--- src/rtl/uart_cmd_parser.sv ---
// ============================================================================
// Module   : uart_cmd_parser
// Purpose  : Assembles 7-byte UART command frames, checks the XOR checksum,
//            updates waveform control registers and queues an ACK/NAK reply.
// Revision : 1.0
// ============================================================================
`default_nettype none

module uart_cmd_parser #(
    parameter logic [7:0]  SYNC_BYTE      = 8'hA5,
    parameter logic [7:0]  ACK_BYTE       = 8'h06,
    parameter logic [7:0]  NAK_BYTE       = 8'h15,
    parameter int          TIMEOUT_CYCLES = 100000,
    parameter logic [7:0]  DEF_SIGNAL     = 8'd0,
    parameter logic [31:0] DEF_ADDER      = 32'd4295,
    parameter logic [31:0] DEF_AMPLITUDE  = 32'hFFFFFFFF
) (
    input  logic        clk,
    input  logic        reset,
    input  logic [7:0]  rx_data,
    input  logic        rx_valid,
    output logic [7:0]  tx_data,
    output logic        tx_valid,
    input  logic        tx_ready,
    output logic [7:0]  signalNumber,
    output logic [31:0] adder,
    output logic [31:0] amplitude,
    output logic        cfg_update,
    output logic        frame_error
);

    localparam logic [2:0]  c_IDLE     = 3'd0;
    localparam logic [2:0]  c_GET_CMD  = 3'd1;
    localparam logic [2:0]  c_GET_DATA = 3'd2;
    localparam logic [2:0]  c_GET_CHK  = 3'd3;
    localparam logic [2:0]  c_RESP     = 3'd4;
    localparam logic [16:0] c_TO_LAST  = 17'(TIMEOUT_CYCLES - 1);

    logic [2:0]  r_state;
    logic [2:0]  w_state_next;
    logic [7:0]  r_cmd;
    logic [31:0] r_data;
    logic [1:0]  r_idx;
    logic [7:0]  r_xor;
    logic [16:0] r_idle;
    logic [7:0]  r_tx_data;
    logic        r_tx_valid;
    logic [7:0]  r_signal;
    logic [31:0] r_adder;
    logic [31:0] r_amplitude;
    logic        r_cfg_update;
    logic        r_frame_error;

    logic        w_in_frame;
    logic        w_timeout;
    logic        w_chk_strobe;
    logic        w_known;
    logic        w_good;
    logic        w_bad;

    // State register
    always_ff @(posedge clk) begin
        if (reset) r_state <= c_IDLE;
        else       r_state <= w_state_next;
    end

    // Next-state logic
    always_comb begin
        w_state_next = r_state;
        case (r_state)
            c_IDLE:     if (rx_valid && rx_data == SYNC_BYTE) w_state_next = c_GET_CMD;
            c_GET_CMD:  if (w_timeout) w_state_next = c_IDLE;
                        else if (rx_valid) w_state_next = c_GET_DATA;
            c_GET_DATA: if (w_timeout) w_state_next = c_IDLE;
                        else if (rx_valid && r_idx == 2'd3) w_state_next = c_GET_CHK;
            c_GET_CHK:  if (w_timeout) w_state_next = c_IDLE;
                        else if (rx_valid) w_state_next = c_RESP;
            c_RESP:     if (r_tx_valid && tx_ready) w_state_next = c_IDLE;
            default:    w_state_next = c_IDLE;
        endcase
    end

    // Frame decode feeding the registered outputs
    always_comb begin
        w_in_frame   = (r_state == c_GET_CMD) || (r_state == c_GET_DATA) ||
                       (r_state == c_GET_CHK);
        w_timeout    = w_in_frame && !rx_valid && (r_idle == c_TO_LAST);
        w_chk_strobe = (r_state == c_GET_CHK) && rx_valid;
        w_known      = (r_cmd == 8'h01) || (r_cmd == 8'h02) || (r_cmd == 8'h03);
        w_good       = w_chk_strobe && (rx_data == r_xor) && w_known;
        w_bad        = w_chk_strobe && !((rx_data == r_xor) && w_known);
    end

    always_ff @(posedge clk) begin
        if (reset) begin
            r_cmd         <= 8'd0;
            r_data        <= 32'd0;
            r_idx         <= 2'd0;
            r_xor         <= 8'd0;
            r_idle        <= 17'd0;
            r_tx_data     <= 8'd0;
            r_tx_valid    <= 1'b0;
            r_signal      <= DEF_SIGNAL;
            r_adder       <= DEF_ADDER;
            r_amplitude   <= DEF_AMPLITUDE;
            r_cfg_update  <= 1'b0;
            r_frame_error <= 1'b0;
        end else begin
            r_cfg_update  <= 1'b0;
            r_frame_error <= w_bad || w_timeout;

            if (!w_in_frame || rx_valid || w_timeout) r_idle <= 17'd0;
            else                                      r_idle <= r_idle + 17'd1;

            case (r_state)
                c_IDLE: if (rx_valid && rx_data == SYNC_BYTE) r_xor <= 8'd0;
                c_GET_CMD: if (rx_valid) begin
                    r_cmd <= rx_data;
                    r_xor <= r_xor ^ rx_data;
                    r_idx <= 2'd0;
                end
                c_GET_DATA: if (rx_valid) begin
                    r_data <= {r_data[23:0], rx_data};
                    r_xor  <= r_xor ^ rx_data;
                    if (r_idx != 2'd3) r_idx <= r_idx + 2'd1;
                end
                c_GET_CHK: if (rx_valid) begin
                    r_tx_valid <= 1'b1;
                    r_tx_data  <= w_good ? ACK_BYTE : NAK_BYTE;
                    if (w_good) begin
                        r_cfg_update <= 1'b1;
                        case (r_cmd)
                            8'h01:   r_signal    <= r_data[7:0];
                            8'h02:   r_adder     <= r_data;
                            default: r_amplitude <= r_data;
                        endcase
                    end
                end
                c_RESP: if (r_tx_valid && tx_ready) r_tx_valid <= 1'b0;
                default: ;
            endcase
        end
    end

    assign tx_data      = r_tx_data;
    assign tx_valid     = r_tx_valid;
    assign signalNumber = r_signal;
    assign adder        = r_adder;
    assign amplitude    = r_amplitude;
    assign cfg_update   = r_cfg_update;
    assign frame_error  = r_frame_error;

endmodule

`default_nettype wire

--- config.mk ---
export PLATFORM = sky130hd
export DESIGN_NAME = uart_cmd_parser
export DESIGN_NICKNAME = d
export VERILOG_FILES = /design/src/rtl/uart_cmd_parser.sv
export SDC_FILE = /design/constraint.sdc
export NUM_CORES = 1
export LEC_CHECK = 0
export CAP_MARGIN = 10
export CORE_MARGIN = 8
export CORE_UTILIZATION = 55
export CTS_CLUSTER_SIZE = 16
export DETAILED_ROUTE_END_ITERATION = 7
export DONT_BUFFER_PORTS = 1
export PLACE_DENSITY = 0.79
export SETUP_SLACK_MARGIN = 0.1
export SYNTH_ARGS = -nofsm -noshare
export SYNTH_HDL_FRONTEND = slang
export SYNTH_SLANG_ARGS = --single-unit
--- constraint.sdc ---
create_clock -name clk -period 2.2 [get_ports clk]
set_input_delay 0.44 -clock clk [delete_from_list [all_inputs] [get_ports clk]]
set_output_delay 0.44 -clock clk [all_outputs]
set_load 0.02 [all_outputs]
==> summary.txt <==
status: finished clean
mux cell area share after synthesis: 0.122
Skew-Pair Late Insertion Delay: 0.53 ns
startpoint types: register
core area: 0.0104 mm^2
fraction of the mapped netlist area in simple logic gates: 0.190
total grt overflow: 0
die area: 0.0143 mm^2
Vias/cell: 5.72
Total GRT Usage: 0.196
Final TNS setup: 0 ns
final setup vio count: 0
area grow syn2layout: 13.0%
crit-path most repeated cell: buf_4
routed via count: 4535
# DRC: 0
initial antenna violation count: 0
Mapped Cells: 641
Async SR Flop Fraction: 0
CP top delay family: buffers and inverters
largest net degree at the start of global routing: 80
Max Slew Vio Count: 0
period utilization: 0.936
Synth Area in Adders: 0.00425
Synth Area in XOR/XNOR: 0.0357
Detailed Place HPWL: 9.22 mm
Ys Warns: 0
Final Total Pwr: 5590 uW
Syn Area/Cell: 9.19 um^2
post-synthesis compound-gate area fraction: 0.0952
met3 GRT Util: 0.0737
static leakage: 0.00252 uW
H-tree levels: 4
area share of the largest cell type after synthesis: 0.503
# rows: 37
R2R depth: 8
origin of the critical flop-to-flop path: r_xor[5]$_SDFFE_PP0P_
hold endpoint: r_cmd[3]$_SDFFE_PP0P_
top post-synthesis cells by area: dfxtp_1 (50%), mux2i_1 (12%), nand2_1 (8.8%), nor2_1 (4.1%), a21oi_1 (4.0%)
CP endpoint kind: register
most common cell in the netlist: dfxtp_1
register area share after synthesis: 0.503
Layout Nets: 658
number of synthesized register bits: 148
slowest CP cell: dfxtp_1
fmax: 0.486 GHz
r2r setup slk: 0.14 ns
unrepaired setup endpoints after global routing: no
die width: 119 um
routed wire length: 14.4 mm
Hold/Removal Path Class: input port to register
first-pass GRT wire length: 22.6 mm
CP arrival: 2.46 ns
actual slew at the worst max-slew pin: 0.638 ns
root buf cell: clkbuf_8
Netlist Area Pre-Place: 0.00589 mm^2
Post-synth top cells: dfxtp_1 (148), nand2_1 (138), mux2i_1 (72)
routing usage on met2: 0.323
PortBufs: 0
WL per Instance: 18.2 um
Routability Congestion: 0.878
layout cells sized above 1: 0.107
GRT Max-Usage Layer: met2
starting density of the core: 0.568
Fillers: 827
startpoint of the worst hold path: rx_data[3]
Worst EP required: 2.60 ns
PD cells: 841 mW/mm^2
# clock sinks: 148
crit-path cells: xnor2_2 -> nand4_2 -> buf_4 -> nor4_4 -> buf_4 -> buf_6 -> mux2i_1 -> nor2_1
max cap viols: 0
Ports: 95
clk slew on worst S/H paths: 0.06 ns
Reg2Reg Capture Point: adder[19]$_SDFFE_PP0P_
Final Hold Fails: 0
ys flop type: dfxtp_1
CP max stage delay: 0.40 ns
Routed Antenna Nets: 0
met1 usage: 0.233
cts bufs inserted: 17
Slew HR: 0.575
Max clock buf depth: 2
DR iter-0 viols: 389
main combinational cell family by area after synthesis: simple AND/OR/NAND/NOR gates
largest area contributor in the netlist: dfxtp_1
number of antenna repair diodes: 0
Max IR drop VDD: 0.476 mV
type of the worst setup path: register to register
Worst Skew: 0.00934 ns
Die H: 119 um
worst hold stages: 2
crit path buf inv count: 3
first-pass iteration count of the detailed router: 5
post-layout min period: 2.06 ns
Netlist cell types: 44
EDFF count, synth: 0
Worst Path Max Fanout: 16
vias in the first global route: 4301
CTS tree: done
## layer usage
layer / vias up / wire [um]
met4: 0 / 217
met3: 23 / 1330
li1: 2171 / -
met5: - / 0
met1: 2167 / 5730
met2: 174 / 7170
## registers in the layout, summed over array words and instances, names as in the netlist
name,count
signalNumber,8
r_idx,2
amplitude,32
cfg_update,1
r_idle,17
r_state,3
r_cmd,8
tx_data,3
frame_error,1
tx_valid,1
r_data,32
adder,32
r_xor,8
## where the power goes
group | internal (uW) | switching, uW | total [uW] | leakage, uW
registers | 2680 | 0.310 | 2680 | 0.00119
logic | 25.7 | 60.9 | 86.6 | 0.00104
clock network | 1690 | 1140 | 2830 | 0.000281
total | 4390 | 1200 | 5590 | 0.00252
## kinds of logic after synthesis
logic type | after synthesis
and+or+nand+nor | 248
DFF | 148
AOI/OAI and AO/OA | 93
muxes | 72
buffers and inverters | 53
xor gates and xnor gates | 24
adders and majority gates | 2
other | 1
## worst max-delay path by stage
| stage | startpoint | to | slack, ns | cells after the start |
|---|---|---|---|---|
| finish | r_xor[5]$_SDFFE_PP0P_ | adder[19]$_SDFFE_PP0P_ | 0.14 | 8 |
| global route | r_xor[5]$_SDFFE_PP0P_ | adder[19]$_SDFFE_PP0P_ | 0.09 | 8 |
| CTS | r_state[0]$_SDFFE_PP0P_ | amplitude[21]$_SDFFE_PP1P_ | 0.08 | 5 |
| detailed placement | r_cmd[2]$_SDFFE_PP0P_ | amplitude[31]$_SDFFE_PP1P_ | 0.09 | 5 |
| global placement | r_cmd[2]$_SDFFE_PP0P_ | amplitude[19]$_SDFFE_PP1P_ | 0.14 | 5 |
| floorplan | rx_data[3] | amplitude[1]$_SDFFE_PP1P_ | 0.26 | 7 |
## what timing repair did
action	in CTS	in global routing
hold buffers	2	0
setup buffers	0	3
pin swaps	1	4
setup endpoints to repair	6	36
gates cloned	1	2
hold endpoints to repair	79	0
resized for setup	1	5
## layout make-up
type | count | area (um^2) | share of cell area
Sequential cell | 148 | 2960 | 0.445
Multi-Input combinational cell | 445 | 2680 | 0.403
Clock buffer | 19 | 442 | 0.0664
Timing Repair Buffer | 22 | 209 | 0.0314
Tap cell | 136 | 170 | 0.0256
Clock inverter | 13 | 149 | 0.0224
Inverter | 10 | 37.5 | 0.00564
## metrics by stage
stage                     instance area [um^2]  utilization  setup WS (ns)  cells  hold slack, ns
after floorplan                           5900            -          0.257    644           0.430
after global placement                    5950        0.574          0.143    753           0.437
after detailed placement                  5950        0.574         0.0893    753           0.446
after CTS                                 6590        0.636         0.0762    788          0.0306
after global routing                      6660        0.642         0.0900    793          0.0318
final                                     6660        0.642          0.141    793          0.0461
## layout by cell type, fill, tap and decap left out, types with 3 or more instances in the layout
cell | Yosys | layout
clkinv_4 | 0 | 4
or2_2 | 4 | 4
a21oi_1 | 47 | 47
xor2_1 | 9 | 9
clkbuf_16 | 0 | 17
nor3_1 | 3 | 3
clkinvlp_4 | 0 | 3
nand3_1 | 7 | 7
nand2_1 | 138 | 138
a22oi_1 | 8 | 8
buf_4 | 8 | 18
or4_4 | 1 | 3
or3_1 | 3 | 3
mux2i_1 | 72 | 71
xnor2_1 | 15 | 14
o211ai_1 | 12 | 12
nor4_4 | 3 | 3
nand4_1 | 3 | 3
dfxtp_1 | 148 | 147
and3_1 | 5 | 5
nor2_1 | 65 | 64
a31oi_1 | 8 | 8
conb_1 | 1 | 4
clkbuf_8 | 0 | 3
inv_1 | 10 | 10
inv_6 | 0 | 3
o21ai_0 | 11 | 11
(Power assumes the default switching activity.)
